===== config.mk =====
export PLATFORM = sky130hd
export DESIGN_NAME = fetch_unit
export DESIGN_NICKNAME = d
export VERILOG_FILES = /design/src/rtl/fetch_unit.sv
export SDC_FILE = /design/constraint.sdc
export NUM_CORES = 1
export LEC_CHECK = 0
export ABC_AREA = 0
export CORE_MARGIN = 4
export CORE_UTILIZATION = 27
export DETAILED_ROUTE_END_ITERATION = 10
export GPL_ROUTABILITY_DRIVEN = 0
export PLACE_DENSITY = 0.47
export SYNTH_ARGS = -nofsm -noshare
export SYNTH_HDL_FRONTEND = slang
export SYNTH_SLANG_ARGS = --single-unit

===== constraint.sdc =====
create_clock -name clockIn -period 4.18 [get_ports clockIn]
set_input_delay 0.418 -clock clockIn [delete_from_list [all_inputs] [get_ports clockIn]]
set_output_delay 0.418 -clock clockIn [all_outputs]
set_load 0.05 [all_outputs]

===== src/rtl/fetch_unit.sv =====
// fetch_unit - instruction fetch stage of the RV32I out-of-order core.
//
// Holds the PC and requests one instruction at a time from the icache. Each
// fetched instruction is pushed to the instruction queue together with its PC
// and the predicted-taken bit. The next PC is chosen from one of these:
//   - sequential (pc+4)
//   - the predicted branch target
//   - the JAL target
// On a JALR the unit stalls until the reorder buffer redirects it. A ROB
// redirect takes priority over every other action.
//
// Ports:
//   clockIn, resetIn            clock, asynchronous active-high reset
//   icacheReq/icacheAddr        one-cycle fetch request and its address (= pc)
//   icacheValid/icacheInstr     one-cycle icache response
//   predInstrValid/predAddr     lookup request to the branch predictor
//   predJump                    predictor taken bit (registered lookup of pc)
//   queueFull                   instruction queue back-pressure
//   pushValid/pushInstr/        push into the instruction queue
//   pushPc/pushJump
//   redirectValid/redirectAddr  ROB redirect (misprediction / JALR target)
module fetch_unit #(
  parameter logic [31:0] RESET_PC = 32'h0000_0000
) (
  input  logic        clockIn,
  input  logic        resetIn,
  output logic        icacheReq,
  output logic [31:0] icacheAddr,
  input  logic        icacheValid,
  input  logic [31:0] icacheInstr,
  output logic        predInstrValid,
  output logic [31:0] predAddr,
  input  logic        predJump,
  input  logic        queueFull,
  output logic        pushValid,
  output logic [31:0] pushInstr,
  output logic [31:0] pushPc,
  output logic        pushJump,
  input  logic        redirectValid,
  input  logic [31:0] redirectAddr
);

  typedef enum logic [2:0] {
    S_FETCH    = 3'd0,
    S_WAIT     = 3'd1,
    S_DISPATCH = 3'd2,
    S_STALL    = 3'd3,
    S_DROP     = 3'd4
  } state_t;

  localparam logic [6:0] OP_BRANCH = 7'b1100011;
  localparam logic [6:0] OP_JAL    = 7'b1101111;
  localparam logic [6:0] OP_JALR   = 7'b1100111;

  state_t      state_q, state_d;
  logic [31:0] pc_q, pc_d;
  logic [31:0] instr_q, instr_d;

  logic [6:0]  opcode_s;
  logic [31:0] imm_b_s;
  logic [31:0] imm_j_s;

  assign opcode_s = instr_q[6:0];
  assign imm_b_s  = {{19{instr_q[31]}}, instr_q[31], instr_q[7], instr_q[30:25],
                     instr_q[11:8], 1'b0};
  assign imm_j_s  = {{11{instr_q[31]}}, instr_q[31], instr_q[19:12], instr_q[20],
                     instr_q[30:21], 1'b0};

  // State, PC and instruction registers.
  always_ff @(posedge clockIn or posedge resetIn) begin
    if (resetIn) begin
      state_q <= S_FETCH;
      pc_q    <= RESET_PC;
      instr_q <= 32'h0000_0000;
    end else begin
      state_q <= state_d;
      pc_q    <= pc_d;
      instr_q <= instr_d;
    end
  end

  // Next-state logic; a redirect overrides every per-state action.
  always_comb begin
    state_d = state_q;
    pc_d    = pc_q;
    instr_d = instr_q;
    if (redirectValid) begin
      pc_d = redirectAddr;
      // A request is still in flight unless its response arrives this very
      // cycle. In that case the response is consumed (discarded) here, so the
      // unit can fetch again immediately instead of waiting for a second
      // response that will never come.
      if (((state_q == S_WAIT) || (state_q == S_DROP)) && !icacheValid) begin
        state_d = S_DROP;
      end else begin
        state_d = S_FETCH;
      end
    end else begin
      case (state_q)
        S_FETCH: begin
          state_d = S_WAIT;
        end
        S_WAIT: begin
          if (icacheValid) begin
            instr_d = icacheInstr;
            state_d = S_DISPATCH;
          end else begin
            state_d = S_WAIT;
          end
        end
        S_DISPATCH: begin
          if (!queueFull) begin
            case (opcode_s)
              OP_BRANCH: begin
                pc_d    = predJump ? (pc_q + imm_b_s) : (pc_q + 32'd4);
                state_d = S_FETCH;
              end
              OP_JAL: begin
                pc_d    = pc_q + imm_j_s;
                state_d = S_FETCH;
              end
              OP_JALR: begin
                // The target is unknown until the ROB resolves it.
                state_d = S_STALL;
              end
              default: begin
                pc_d    = pc_q + 32'd4;
                state_d = S_FETCH;
              end
            endcase
          end else begin
            state_d = S_DISPATCH;
          end
        end
        S_STALL: begin
          state_d = S_STALL;
        end
        S_DROP: begin
          if (icacheValid) begin
            state_d = S_FETCH;
          end else begin
            state_d = S_DROP;
          end
        end
        default: begin
          state_d = S_FETCH;
        end
      endcase
    end
  end

  // Outputs, decoded from the current state and registers.
  always_comb begin
    icacheReq      = (state_q == S_FETCH);
    icacheAddr     = pc_q;
    predInstrValid = (state_q == S_WAIT);
    predAddr       = pc_q;
    pushValid      = (state_q == S_DISPATCH) && !queueFull && !redirectValid;
    pushInstr      = instr_q;
    pushPc         = pc_q;
    case (opcode_s)
      OP_BRANCH: pushJump = predJump;
      OP_JAL:    pushJump = 1'b1;
      default:   pushJump = 1'b0;
    endcase
  end

endmodule


==> results.txt <==
- Status: finished, final reports clean
- Core Rows: 59
- Latest clock arrival within the worst-skew pair: 0.35 ns
- Yosys mapped a number of flops with a built-in enable equal to 0.
- Max-cap violations: 0
- For this run, asynchronously set or reset flops after synthesis account for 1.00.
- Walking the worst path, the cells encountered are ha_1, nand4_1, nor2_1, a2111oi_0, o21ai_0, a311o_1, a31o_2, and2_1, a311oi_1, o21ai_1.
- For this run, the register share of the synthesized area comes to 0.237.
- Standard cell with the maximum stage delay on the critical path: sky130_fd_sc_hd__dfrtp_1
- Final routed DRC violation total: 0
* Area contributors post-synth: sky130_fd_sc_hd__dfrtp_1, sky130_fd_sc_hd__ha_1, sky130_fd_sc_hd__buf_4
- After global routing the overflow that remains totals 0.
* Kind of cell adding the most delay to the critical path: compound AO/OA/AOI/OAI gates
- Post-DR wirelength/cell: 20.5 um
* Via density per instance: 5.40
* Delay of the slowest cell on the worst path: between 0.8 and 0.9 ns
- The average instance in the mapped netlist occupies 8.07 sq um.
- Cell at the root of the clock tree: sky130_fd_sc_hd__clkbuf_16
* DRT antenna net count: 0
* Layout filler cell count: 2749
- The area growth from synthesis to layout is 31.6%.
- Reported net switching power: 2.86 mW
- Post-CTS timing repair inserted 0 buffers for setup.
- Fraction of power consumed by combinational cells: 0.654
- The pre-antenna-repair detailed-routing pass consisted of 5 iterations.
* Number of nets in the finished design: 1117
- Clock-pin slew was measured on the worst setup and hold paths at 0.06 ns.
- HP Class: in2reg
* Dominant cell type by area after synthesis: sky130_fd_sc_hd__dfrtp_1
- Of the total power, registers draw 0.193.
- Dividing the final minimum period by the clock period gives 0.842.
* Total negative setup slack: 0 ns
- Die width: 170 um
- Global-route total usage across every layer: 0.184
- Number of max-slew violations in the final report: 0
* Count of hold buffers inserted by post-cts repair: 0
- Total number of vias: 7236
* Net switching fraction of the power: 0.518
- Worst slew slack as a fraction of its limit: 0.501
- Startpoint-to-endpoint class of the critical path: reg2reg
- For this block, the routed nets add up to 27500 um of wire.
* Count of input and output buffers: around 200
- The cell count after synthesis came out at 878.
- The number of placed instances, taps included, is about 1300.
- The initial utilization of the core area, before any placement, comes to 0.273.
* Unique masters post-synth: 79
- CTS built an H-tree with a depth of 3.
- Peak VDD IR: about 0.00034 V
* P_leak: 3.68 nW
* Required time reported for the critical path endpoint: ~4.4 ns
- In the synthesized netlist the dominant register cell turns out to be sky130_fd_sc_hd__dfrtp_1.
- TritonCTS clock tree: done
* Category of the worst setup path capture point: flop
- The clock arrives with 0.00653 ns of skew.
* Placeable core region: approximately 26000 sq um
* Buffers and inverters on the worst path: 0
- Share of final-layout standard cells stronger than drive strength 1: 0.0944
- Once layout is complete, the cells apart from fillers number roughly 1300.
- The detailed router finished its first iteration with 429 violations.
* Half-perimeter wire length after placement: 20100 um
- Setup crit start kind: flop
* Die height: 170 um
- Largest net degree at the start of global routing: 68
- Number of antenna violations at the first check in global routing: 0
* Full die area: 28900 sq um
- Post-layout min period: 3.52 ns
- Setup-failing EPs final: 0
- Number of buffers inserted during clock tree synthesis: 9
- Timing would allow up to 284 MHz.
- Power per cell area: a little under 600 nW/um^2
* Synth Register Bits: 67
- Synthesis produced a netlist with a net count of between 900 and 1000.
- Final Hold Fails: 0
- The share of total power dissipated in the clock network is 0.153.
* # diodes: 0
* Top Ports: 202
- Worst-case hold slack: 0.404 ns
- Total of warnings raised by yosys: 0
* Unrepaired setup endpoints after global routing: false
- Number of resized instances in the post-cts repair step: 0
- The internal portion of the total power is approximately 2.7 mW.
- Share of the synthesized area in the top cell type: 0.237
- The via count of the first global-routing pass was 7004.
- Buffer depth of the longest clock path: 2
* Transition time at the pin with the least slew margin: 0.748 ns
- Counting every sink on the clock net gives 67.
- Largest fanout on the critical path: 18
- The first global-routing pass estimated 41700 um of wire.
- Synthesized area: 7080 sq um
- Arr. time, crit path: 3.74 ns
cell usage after synthesis, drive strengths merged (3+ instances only):
cell	count
buf	74
nand3	26
xor2	22
nor2	55
a31oi	14
o21bai	5
o221ai	3
nand2	74
nand4b	3
nand2b	4
a21oi	74
o21a	5
a21boi	3
xnor2	26
a21o	19
o211ai	10
nor4	3
ha	44
o22ai	14
o21ai	70
a211oi	11
and4	5
nor3	21
a311o	3
inv	15
dfrtp	67
nor2b	4
and2	9
or2	6
clkbuf	35
a31o	6
mux2i	5
a211o	3
nand4	20
o31ai	9
a221oi	14
a221o	4
mux2	37
a22oi	8
or3	12
and3	12
final timing paths:
path,start,to,slack (ns),cells after the start
max,pushInstr[31],icacheAddr[27],0.66,10
max reg2reg,pushInstr[31],icacheAddr[27],0.66,10
min reg2reg,pushInstr[17],pushInstr[17],0.55,1
min,redirectValid,state_q[1],0.40,3
max in group asynchronous,resetIn,icacheAddr[23],3.37,3
min in group asynchronous,resetIn,icacheAddr[3],0.48,3
cell usage in the layout (no fill, tap or decap), drive strengths merged, types with 5 or more instances in the layout:
| cell type | Yosys | final |
|---|---|---|
| inv | 15 | 15 |
| nand2 | 74 | 74 |
| and2 | 9 | 9 |
| mux2 | 37 | 37 |
| and3 | 12 | 12 |
| o21ai | 70 | 70 |
| or3 | 12 | 12 |
| and4 | 5 | 5 |
| a21o | 19 | 19 |
| a31oi | 14 | 14 |
| mux2i | 5 | 5 |
| or2 | 6 | 6 |
| o21a | 5 | 5 |
| o21bai | 5 | 5 |
| a21oi | 74 | 74 |
| nor2 | 55 | 55 |
| o31ai | 9 | 9 |
| clkdlybuf4s50 | 0 | 199 |
| clkbuf | 35 | 11 |
| buf | 74 | 22 |
| xor2 | 22 | 22 |
| a22oi | 8 | 8 |
| nor3 | 21 | 21 |
| ha | 44 | 44 |
| o211ai | 10 | 10 |
| o22ai | 14 | 14 |
| nand3 | 26 | 26 |
| dfrtp | 67 | 67 |
| xnor2 | 26 | 26 |
| a211oi | 11 | 11 |
| nand4 | 20 | 20 |
| a31o | 6 | 6 |
| a221oi | 14 | 14 |
power groups by stage:
| stage | Sequential [mW] | Combinational [mW] | Clock, mW |
|---|---|---|---|
| 2_1_floorplan | 1.53 | 2.16 | 0 |
| 3_3_place_gp | 1.08 | 3.59 | 0 |
| 3_5_place_dp | 1.08 | 3.59 | 0 |
| 4_1_cts | 1.07 | 3.60 | 0.873 |
| 5_1_grt | 1.10 | 3.88 | 0.893 |
| 6_report | 1.06 | 3.61 | 0.842 |
cells by family (layout without fill, tap and decap cells):
kind of cell             after synthesis  in the layout  synth area share
flip-flops                            67             67             0.237
AND/OR/NAND/NOR                      260            260             0.184
buffers and inverters                124            252             0.101
adder cells (fa/ha/maj)               46             46            0.0834
AO/OA/AOI/OAI                        291            291             0.269
multiplexers                          42             42            0.0659
XOR/XNOR                              48             48            0.0594
registers in the layout, summed over array words and instances (netlist names):
signal / cells
icacheAddr: 32
pushInstr: 32
state_q: 3
stage by stage:
step	setup WS [ns]	utilization	power, mW	instance area (sq um)
2_1_floorplan	0.923	-	3.69	7080
3_3_place_gp	0.736	0.348	4.67	9010
3_5_place_dp	0.727	0.348	4.66	9010
4_1_cts	0.708	0.360	5.54	9320
5_1_grt	0.390	0.360	5.87	9320
6_report	0.662	0.360	5.52	9320
cell type report:
class	instances	area (sq um)	area share
sequential	67	1680	0.180
clock inverter	5	77.6	0.00832
clock buffer	11	233	0.0250
timing repair buffer	221	2170	0.233
tap	335	419	0.0450
multi-input combinational	687	4690	0.503
inverter	15	56.3	0.00604
worst reg2reg max path, cell delays in order (launching register included):
cell and delay (ns):
sky130_fd_sc_hd__dfrtp_1 0.82, sky130_fd_sc_hd__ha_1 0.51, sky130_fd_sc_hd__nand4_1 0.27, sky130_fd_sc_hd__nor2_1 0.06
sky130_fd_sc_hd__a2111oi_0 0.46, sky130_fd_sc_hd__o21ai_0 0.26, sky130_fd_sc_hd__a311o_1 0.32, sky130_fd_sc_hd__a31o_2 0.22
sky130_fd_sc_hd__and2_1 0.15, sky130_fd_sc_hd__a311oi_1 0.25, sky130_fd_sc_hd__o21ai_1 0.09
routing by layer:
layer  vias up  track usage  part of all wire
li1       3475            -                 -
met1      3484        0.236              0.44
met2       249        0.316              0.48
met3        28       0.0388             0.062
met4         0       0.0493             0.020
met5         -            0                 0
No activity file was read; power rests on OpenSTA's default activity.
